[config.mk]
export PLATFORM = sky130hd
export DESIGN_NAME = mem_feed_ctrl
export DESIGN_NICKNAME = d
export VERILOG_FILES = /design/src/rtl/mem_feed_ctrl_pkg.sv /design/src/rtl/mem_skew_sched.sv /design/src/rtl/mem_feed_ctrl.sv
export SDC_FILE = /design/constraint.sdc
export NUM_CORES = 1
export LEC_CHECK = 0
export CORE_UTILIZATION = 50
export DETAILED_ROUTE_END_ITERATION = 12
export DONT_BUFFER_PORTS = 1
export PLACE_DENSITY_LB_ADDON = 0.1
export SLEW_MARGIN = 20
export SYNTH_ARGS = -nofsm -noshare
export SYNTH_HDL_FRONTEND = slang
export SYNTH_SLANG_ARGS = --single-unit
export TNS_END_PERCENT = 100
[constraint.sdc]
create_clock -name clk -period 1.85 [get_ports clk]
set_input_delay 0.185 -clock clk [delete_from_list [all_inputs] [get_ports clk]]
set_output_delay 0.185 -clock clk [all_outputs]
set_load 0.005 [all_outputs]
[src/rtl/mem_feed_ctrl_pkg.sv]
// Shared constants and state encoding for the operand-memory feed controller.
package mem_feed_ctrl_pkg;

    localparam int unsigned DATA_WIDTH  = 8;
    localparam int unsigned DIM         = 4;
    localparam int unsigned FEED_CYCLES = 2 * DIM - 1;
    localparam int unsigned CNT_W       = 4;
    localparam int unsigned T_W         = 3;

    typedef enum logic [1:0] {
        StIdle = 2'd0,
        StLoad = 2'd1,
        StFeed = 2'd2,
        StDone = 2'd3
    } state_e;

endpackage

[src/rtl/mem_skew_sched.sv]
// Skewed diagonal read schedule: column i reads row (t - i) while that row is in range.
module mem_skew_sched
    import mem_feed_ctrl_pkg::*;
(
    input  logic                   i_en,
    input  logic [T_W-1:0]         i_t,
    output logic [DIM-1:0]         o_re,
    output logic [2*DIM-1:0]       o_relem
);

    always_comb begin
        o_re    = '0;
        o_relem = '0;
        for (int i = 0; i < DIM; i++) begin
            // Unsigned wrap makes t < i land far above DIM, so one compare covers both bounds.
            if (i_en && ((4'(i_t) - 4'(i)) < 4'(DIM))) begin
                o_re[i]           = 1'b1;
                o_relem[2*i +: 2] = 2'(4'(i_t) - 4'(i));
            end
        end
    end

endmodule

[src/rtl/mem_feed_ctrl.sv]
// Operand-memory sequencer: fills the 4x4 memory from a byte stream, then drives the
// skewed per-column read schedule for one feed pass and pulses done.
module mem_feed_ctrl
    import mem_feed_ctrl_pkg::*;
(
    input  logic                  clk,
    input  logic                  rst_n,
    input  logic                  i_load_valid,
    input  logic [DATA_WIDTH-1:0] i_load_data,
    output logic                  o_load_ready,
    input  logic                  i_start,
    input  logic                  i_abort,
    output logic                  o_busy,
    output logic                  o_loaded,
    output logic                  o_done,
    output logic                  o_feed_valid,
    output logic                  o_mem_we,
    output logic [1:0]            o_mem_wline,
    output logic [1:0]            o_mem_welem,
    output logic [DATA_WIDTH-1:0] o_mem_din,
    output logic [DIM-1:0]        o_mem_re,
    output logic [2*DIM-1:0]      o_mem_relem
);

    state_e           r_state;
    logic [CNT_W-1:0] r_cnt;
    logic [T_W-1:0]   r_t;
    logic             r_loaded;
    logic             r_done;
    logic             w_beat;

    assign o_load_ready = (r_state == StIdle) || (r_state == StLoad);
    assign w_beat       = i_load_valid & o_load_ready;

    // The memory captures on the same edge, so the write port is driven combinationally.
    assign o_mem_we     = w_beat;
    assign o_mem_wline  = r_cnt[3:2];
    assign o_mem_welem  = r_cnt[1:0];
    assign o_mem_din    = i_load_data;

    assign o_busy       = (r_state != StIdle);
    assign o_feed_valid = (r_state == StFeed);
    assign o_loaded     = r_loaded;
    assign o_done       = r_done;

    always_ff @(posedge clk or negedge rst_n) begin
        if (!rst_n) begin
            r_state  <= StIdle;
            r_cnt    <= '0;
            r_t      <= '0;
            r_loaded <= 1'b0;
            r_done   <= 1'b0;
        end else if (i_abort) begin
            r_state  <= StIdle;
            r_cnt    <= '0;
            r_t      <= '0;
            r_loaded <= 1'b0;
            r_done   <= 1'b0;
        end else begin
            r_done <= 1'b0;
            case (r_state)
                StIdle: begin
                    // A beat arriving with start is still written, but start takes priority.
                    if (i_start) begin
                        r_state <= StFeed;
                        r_t     <= '0;
                    end else if (w_beat) begin
                        r_state <= StLoad;
                        r_cnt   <= r_cnt + 4'd1;
                    end
                end
                StLoad: begin
                    if (w_beat) begin
                        r_cnt <= r_cnt + 4'd1;
                        if (r_cnt == 4'(DIM * DIM - 1)) begin
                            r_state  <= StIdle;
                            r_loaded <= 1'b1;
                        end
                    end
                end
                StFeed: begin
                    if (r_t == 3'(FEED_CYCLES - 1)) begin
                        r_state <= StDone;
                        r_t     <= '0;
                        r_done  <= 1'b1;
                    end else begin
                        r_t <= r_t + 3'd1;
                    end
                end
                StDone: begin
                    r_state <= StIdle;
                end
                default: begin
                    r_state <= StIdle;
                end
            endcase
        end
    end

    mem_skew_sched u_sched (
        .i_en    (r_state == StFeed),
        .i_t     (r_t),
        .o_re    (o_mem_re),
        .o_relem (o_mem_relem)
    );

endmodule

; ---- Word-level counts from Yosys, hierarchy flattened
; Cells that the tools add are included.
[classes]
add_sub_neg = 5
n_mul = 0
div = 0
magnitude_cmp = 4
n_eq_ne = 11
n_shift = 0
mux = 30
bitwise = 1
n_reduce_logical = 16
[op_table]
columns = cell, count
row1 = 2-bit two-way mux, 10
row2 = 4-bit by 3-bit < comparator with 1-bit output (second input constant), 3
row3 = 4-bit two-way mux, 3
row4 = 3-bit != test (second input constant), 4
row5 = 1-bit two-way mux, 11
row6 = 3-bit two-way mux, 3
row7 = 2-bit one-hot mux with 4 select lines, 1
row8 = 4-bit one-hot mux with 2 select lines, 1
row9 = 2-bit nonzero test, 4
row10 = 3-bit by 2-bit subtractor with 4-bit output (second input constant), 2
row11 = 3-bit one-hot mux with 2 select lines, 1
row12 = 3-bit nonzero test, 2
row13 = 4-bit by 1-bit adder with 4-bit output (second input constant), 1
row14 = 2-bit == test (second input constant), 2
row15 = 4-bit == test (second input constant), 1
row16 = 1-bit logical AND, 4
row17 = 4-bit != test (second input constant), 1
row18 = 2-bit AND reduction, 2
row19 = 4-bit AND reduction, 1
row20 = 3-bit by 1-bit subtractor with 4-bit output (second input constant), 1
row21 = 3-bit by 1-bit adder with 3-bit output (second input constant), 1
row22 = 3-bit == test (second input constant), 1
row23 = 3-bit < comparator (second input constant), 1
row24 = 3-bit by 2-bit != test with 1-bit output (second input constant), 1
row25 = 5 further kinds, 5
[word_totals]
regBits = 11
latchBits = 0
ramBits = 0
rom_bits = 0
inputBits = 13
wordCells = 72
memories = 0

; ---- Logic depth before layout (Yosys ltp)
[logic_depth]
ltp_word = 7
mapped_depth = 6

; ---- Hierarchy
; Synthesis repeated with hierarchy kept, for this count alone.
[unflattened]
cells_unflattened = 90
area_unflattened_um2 = 818.3
[by_module_without_submodules]
columns = module, n_inst, cells_per_inst, area_each_um2
row1 = mem_feed_ctrl, 1, 64, 616.8
row2 = mem_skew_sched, 1, 26, 201.4

; ---- Worst setup path after synthesis
; OpenSTA, ideal clock, no wires.
[synth_timing]
path_kind = flip-flop to output port
startpoint = reg r_t[0]
endpoint = out o_mem_relem[3]
arrival_time_ns = 1.234
slack_ns = 0.431
stages_incl_launch_ff = 6
n_path_buf = 0
path_cell_list = dfrtp_1 > inv_1 > ha_1 > xnor2_1 > nand2_1 > a211oi_1
[synth_between]
elab_chain_cells = 4
[synth_rtl]
columns = item, line
row1 = start: declaration, mem_feed_ctrl.sv:27  ; logic [T_W-1:0] r_t;
row2 = start signal: assignment, mem_feed_ctrl.sv:87  ; r_t <= r_t + 3'd1;
row3 = 3-bit by 1-bit subtractor with 4-bit output *, mem_skew_sched.sv:16  ; if (i_en && ((4'(i_t) - 4'(i)) < 4'(DIM))) begin
row4 = 4-bit by 3-bit < comparator with 1-bit output, mem_skew_sched.sv:16
row5 = 1-bit logical AND, mem_skew_sched.sv:16
row6 = 2-bit two-way mux *, mem_skew_sched.sv:16
row7 = end: declaration, mem_feed_ctrl.sv:22  ; output logic [2*DIM-1:0] o_mem_relem
; Every way passes the cells marked *; elsewhere a longest branch is shown, timed or not.

; ---- Worst setup path in the final report
[layout_timing]
startpoint = reg r_state[0]
endpoint = out o_mem_relem[3]
[layout_between]
elab_chain_cells = 3
[layout_rtl]
columns = item, line
row1 = start: declaration, mem_feed_ctrl.sv:25  ; state_e r_state;
row2 = start signal: assignment, mem_feed_ctrl.sv:48  ; r_state <= StIdle;
row3 = start signal: assignment, mem_feed_ctrl.sv:54  ; r_state <= StIdle;
row4 = start signal: assignment, mem_feed_ctrl.sv:65  ; r_state <= StFeed;
row5 = 2-bit == test, --
row6 = net o_feed_valid, mem_feed_ctrl.sv:16  ; output logic o_feed_valid,
row7 = 1-bit logical AND, mem_skew_sched.sv:16
row8 = 2-bit two-way mux, mem_skew_sched.sv:16
; The timed path passes the listed nets, and every way through them passes these cells.

==> flow_summary.toml <==
[detailed_routing]
num_vias = 650
vias_per_cell = 6.07
ant_nets = 0
wl_per_cell_um = 15.2
wirelength_um = 1630
post-route-drc-count = 0
initialDrtViolationCount = 12
firstDrtPassIters = 5

[die]
die_w_um = 42.8
dieHeight_um = 42.8
initial_utilization = 0.546
rows = 14
core-area_mm2 = 0.00152
die_area_mm2 = 0.00183
io_pins = 43

[clock_tree]
clock-sinks = 11
clk_latency_ns = 0.27
cts_root_buf = "clkbuf_4"
cts_max_path_buffers = 2
numCtsBuffers = 3
h-tree-depth = 1
clk_pin_slew_ns = 0.06
cts_tree = "built"

[worst_setup_path]
r2r_start = "r_state[0]$_DFFE_PN0P_"
crit_required_ns = 1.66
rr_worst_depth = 4
path_class = "flip-flop to primary output"
ff2ff_setup_slack_ns = 0.40
critPathCaptureType = "primary output"
startpoint_type = "flip-flop"
cp.arrival_ns = 1.57
regToRegEndpoint = "r_state[0]$_DFFE_PN0P_"
critical_path.max_fanout = 7

[sta]
rsz0062_at_grt = "no"
slew_headroom = 0.684
finClkSkew_ns = 0.00475
finalSetupViolCount = 0
period_share = 0.947
hold_viol_final = 0
period_minus_slack_ns = 1.75
slew_viol_final = 0
max_slew.worst_pin.slew_ns = 0.472
tns_ns = 0
timing.fmax_ghz = 0.571

[placement]
dpl.cell_count = 101
place_congestion = 0.771
io_buffers = 0
dpl_cell_area_um2 = 781
dp_hpwl_um = 1180

[final_layout]
area_delta_synth_final_pct = 0
post-route-util = 0.546
antenna-diode-count = 0
fin_cells = 107
drive_above_1_share = 0.143
final_cell_area_um2 = 832
nets = 113

[hold_path]
holdPathStages = 2
hold_start = "i_start"
hold_end = "r_state[1]$_DFFE_PN0P_"
worstHoldPathType = "input pin to flip-flop"

[global_routing]
grt-ovfl-total = 0
met2_usage = 0.288
first_global_vias = 599
grt_pass1_wl_um = 2650
grt_start_max_net_pins = 12
antenna_found_initial = 0
met1_usage = 0.257
grt_usage = 0.193
grt_util_met3 = 0.0894
grt-busiest-layer = "met2"

[yosys]
async_flop_share = 1.00
netlist_area_um2 = 832
ys_types = 35
netlist_instances = 93
synth_seq_area_share = 0.331
synth_nets = 114
yosysWarnings = 0
synth_area_per_cell_um2 = 8.95
synth_seq_cells = 11
synth_edf_count = 0
ys.flop_type = "dfrtp_1"

[power]
p_leak_nw = 0.370
power_density_mw_per_mm2 = 649
ir_worst_vdd_mv = 0.452

[run_status]
status = "finished clean"

[run]
max-cap-violations = 0
## sequential cells by signal, summed over array words and instances (netlist names)
register / count
o_done: 1
r_cnt: 4
r_t: 3
r_state: 2
o_loaded: 1
## worst max-delay path, cell delays in order (launching register included)
cell and delay [ns]:
dfrtp_1 0.43, or2b_4 0.31, inv_1 0.18, nand2_1 0.13, a211oi_2 0.25
## repair_timing
| action | CTS | global route |
|---|---|---|
| buffers inserted | 0 | 0 |
| gates resized for setup | 0 | 2 |
| hold buffers | 2 | 0 |
| hold endpoints to repair | 17 | 0 |
| endpoints found under the setup margin | 0 | 1 |
## how the worst max path moves through the flow
| stage | startpoint | end | cells after the start |
|---|---|---|---|
| final | r_state[0]$_DFFE_PN0P_ | o_mem_relem[3] | 4 |
| after global placement | r_t[0]$_DFFE_PN0P_ | o_mem_relem[3] | 5 |
| after detailed placement | r_state[0]$_DFFE_PN0P_ | o_mem_relem[3] | 4 |
| after floorplan | r_t[0]$_DFFE_PN0P_ | o_mem_relem[3] | 5 |
| after global routing | r_state[0]$_DFFE_PN0P_ | o_mem_relem[3] | 4 |
| after CTS | r_state[0]$_DFFE_PN0P_ | o_mem_relem[3] | 4 |
## through the flow
step	power, W	worst slack, ns	hold WS (ns)
after floorplan	0.000367	0.431	-0.111
after global placement	0.000370	0.394	-0.110
after detailed placement	0.000373	0.359	-0.110
after CTS	0.000545	0.0594	0.146
after global routing	0.000572	0.0333	0.170
final	0.000540	0.0980	0.148
## logic make-up after synthesis
family | count (synthesis) | share of synthesized area
simple gates | 35 | 0.253
buf+inv | 19 | 0.144
xor+xnor | 1 | 0.0105
flops | 11 | 0.331
fa+ha+maj | 8 | 0.120
compound gates | 19 | 0.141
## Yosys cell counts (2+ instances only)
| library cell | count | area [µm²] |
|---|---|---|
| o21ai_0 | 5 | 25.0 |
| o31ai_1 | 2 | 15.0 |
| buf_4 | 8 | 60.1 |
| dfrtp_1 | 11 | 275 |
| nand3_1 | 3 | 15.0 |
| and3_2 | 2 | 15.0 |
| inv_1 | 9 | 33.8 |
| nor2b_1 | 2 | 12.5 |
| ha_1 | 8 | 100 |
| or4_1 | 2 | 15.0 |
| nand2_1 | 5 | 18.8 |
| a21oi_1 | 6 | 30.0 |
| nor2_1 | 4 | 15.0 |
| nor3_1 | 5 | 25.0 |
## power breakdown
group | switching (W) | internal (W) | total [W]
sequential | 0.0000178 | 0.000253 | 0.000270
combinational | 0.0000677 | 0.0000434 | 0.000111
clock | 0.0000751 | 0.0000835 | 0.000159
## area by class of cell
type,count,area [µm²]
tap,16,20.0
fill,143,692
timing repair buffer,4,35.0
sequential,11,275
multi-input combinational,63,442
inverter,9,33.8
clock buffer,4,26.3
## layer usage
metal | wire (µm) | up-vias
met4 | 8 | 0
met5 | 0 | -
li1 | - | 313
met3 | 112 | 6
met1 | 811 | 308
met2 | 692 | 23
## layout by cell type (no fill, tap or decap), types with 2 or more instances in the layout
cell type	synthesis	final
and3_2	2	2
o21ai_0	5	5
o31ai_1	2	2
buf_4	8	2
nand3_1	3	3
nor2b_1	2	2
nand2_1	5	5
clkbuf_4	0	3
ha_1	8	8
or4_1	2	2
a21oi_1	6	6
nor3_1	5	5
inv_1	9	8
dfrtp_1	11	11
nor2_1	4	4
dlygate4sd3_1	0	2
No activity file was read; power rests on OpenSTA's default activity.
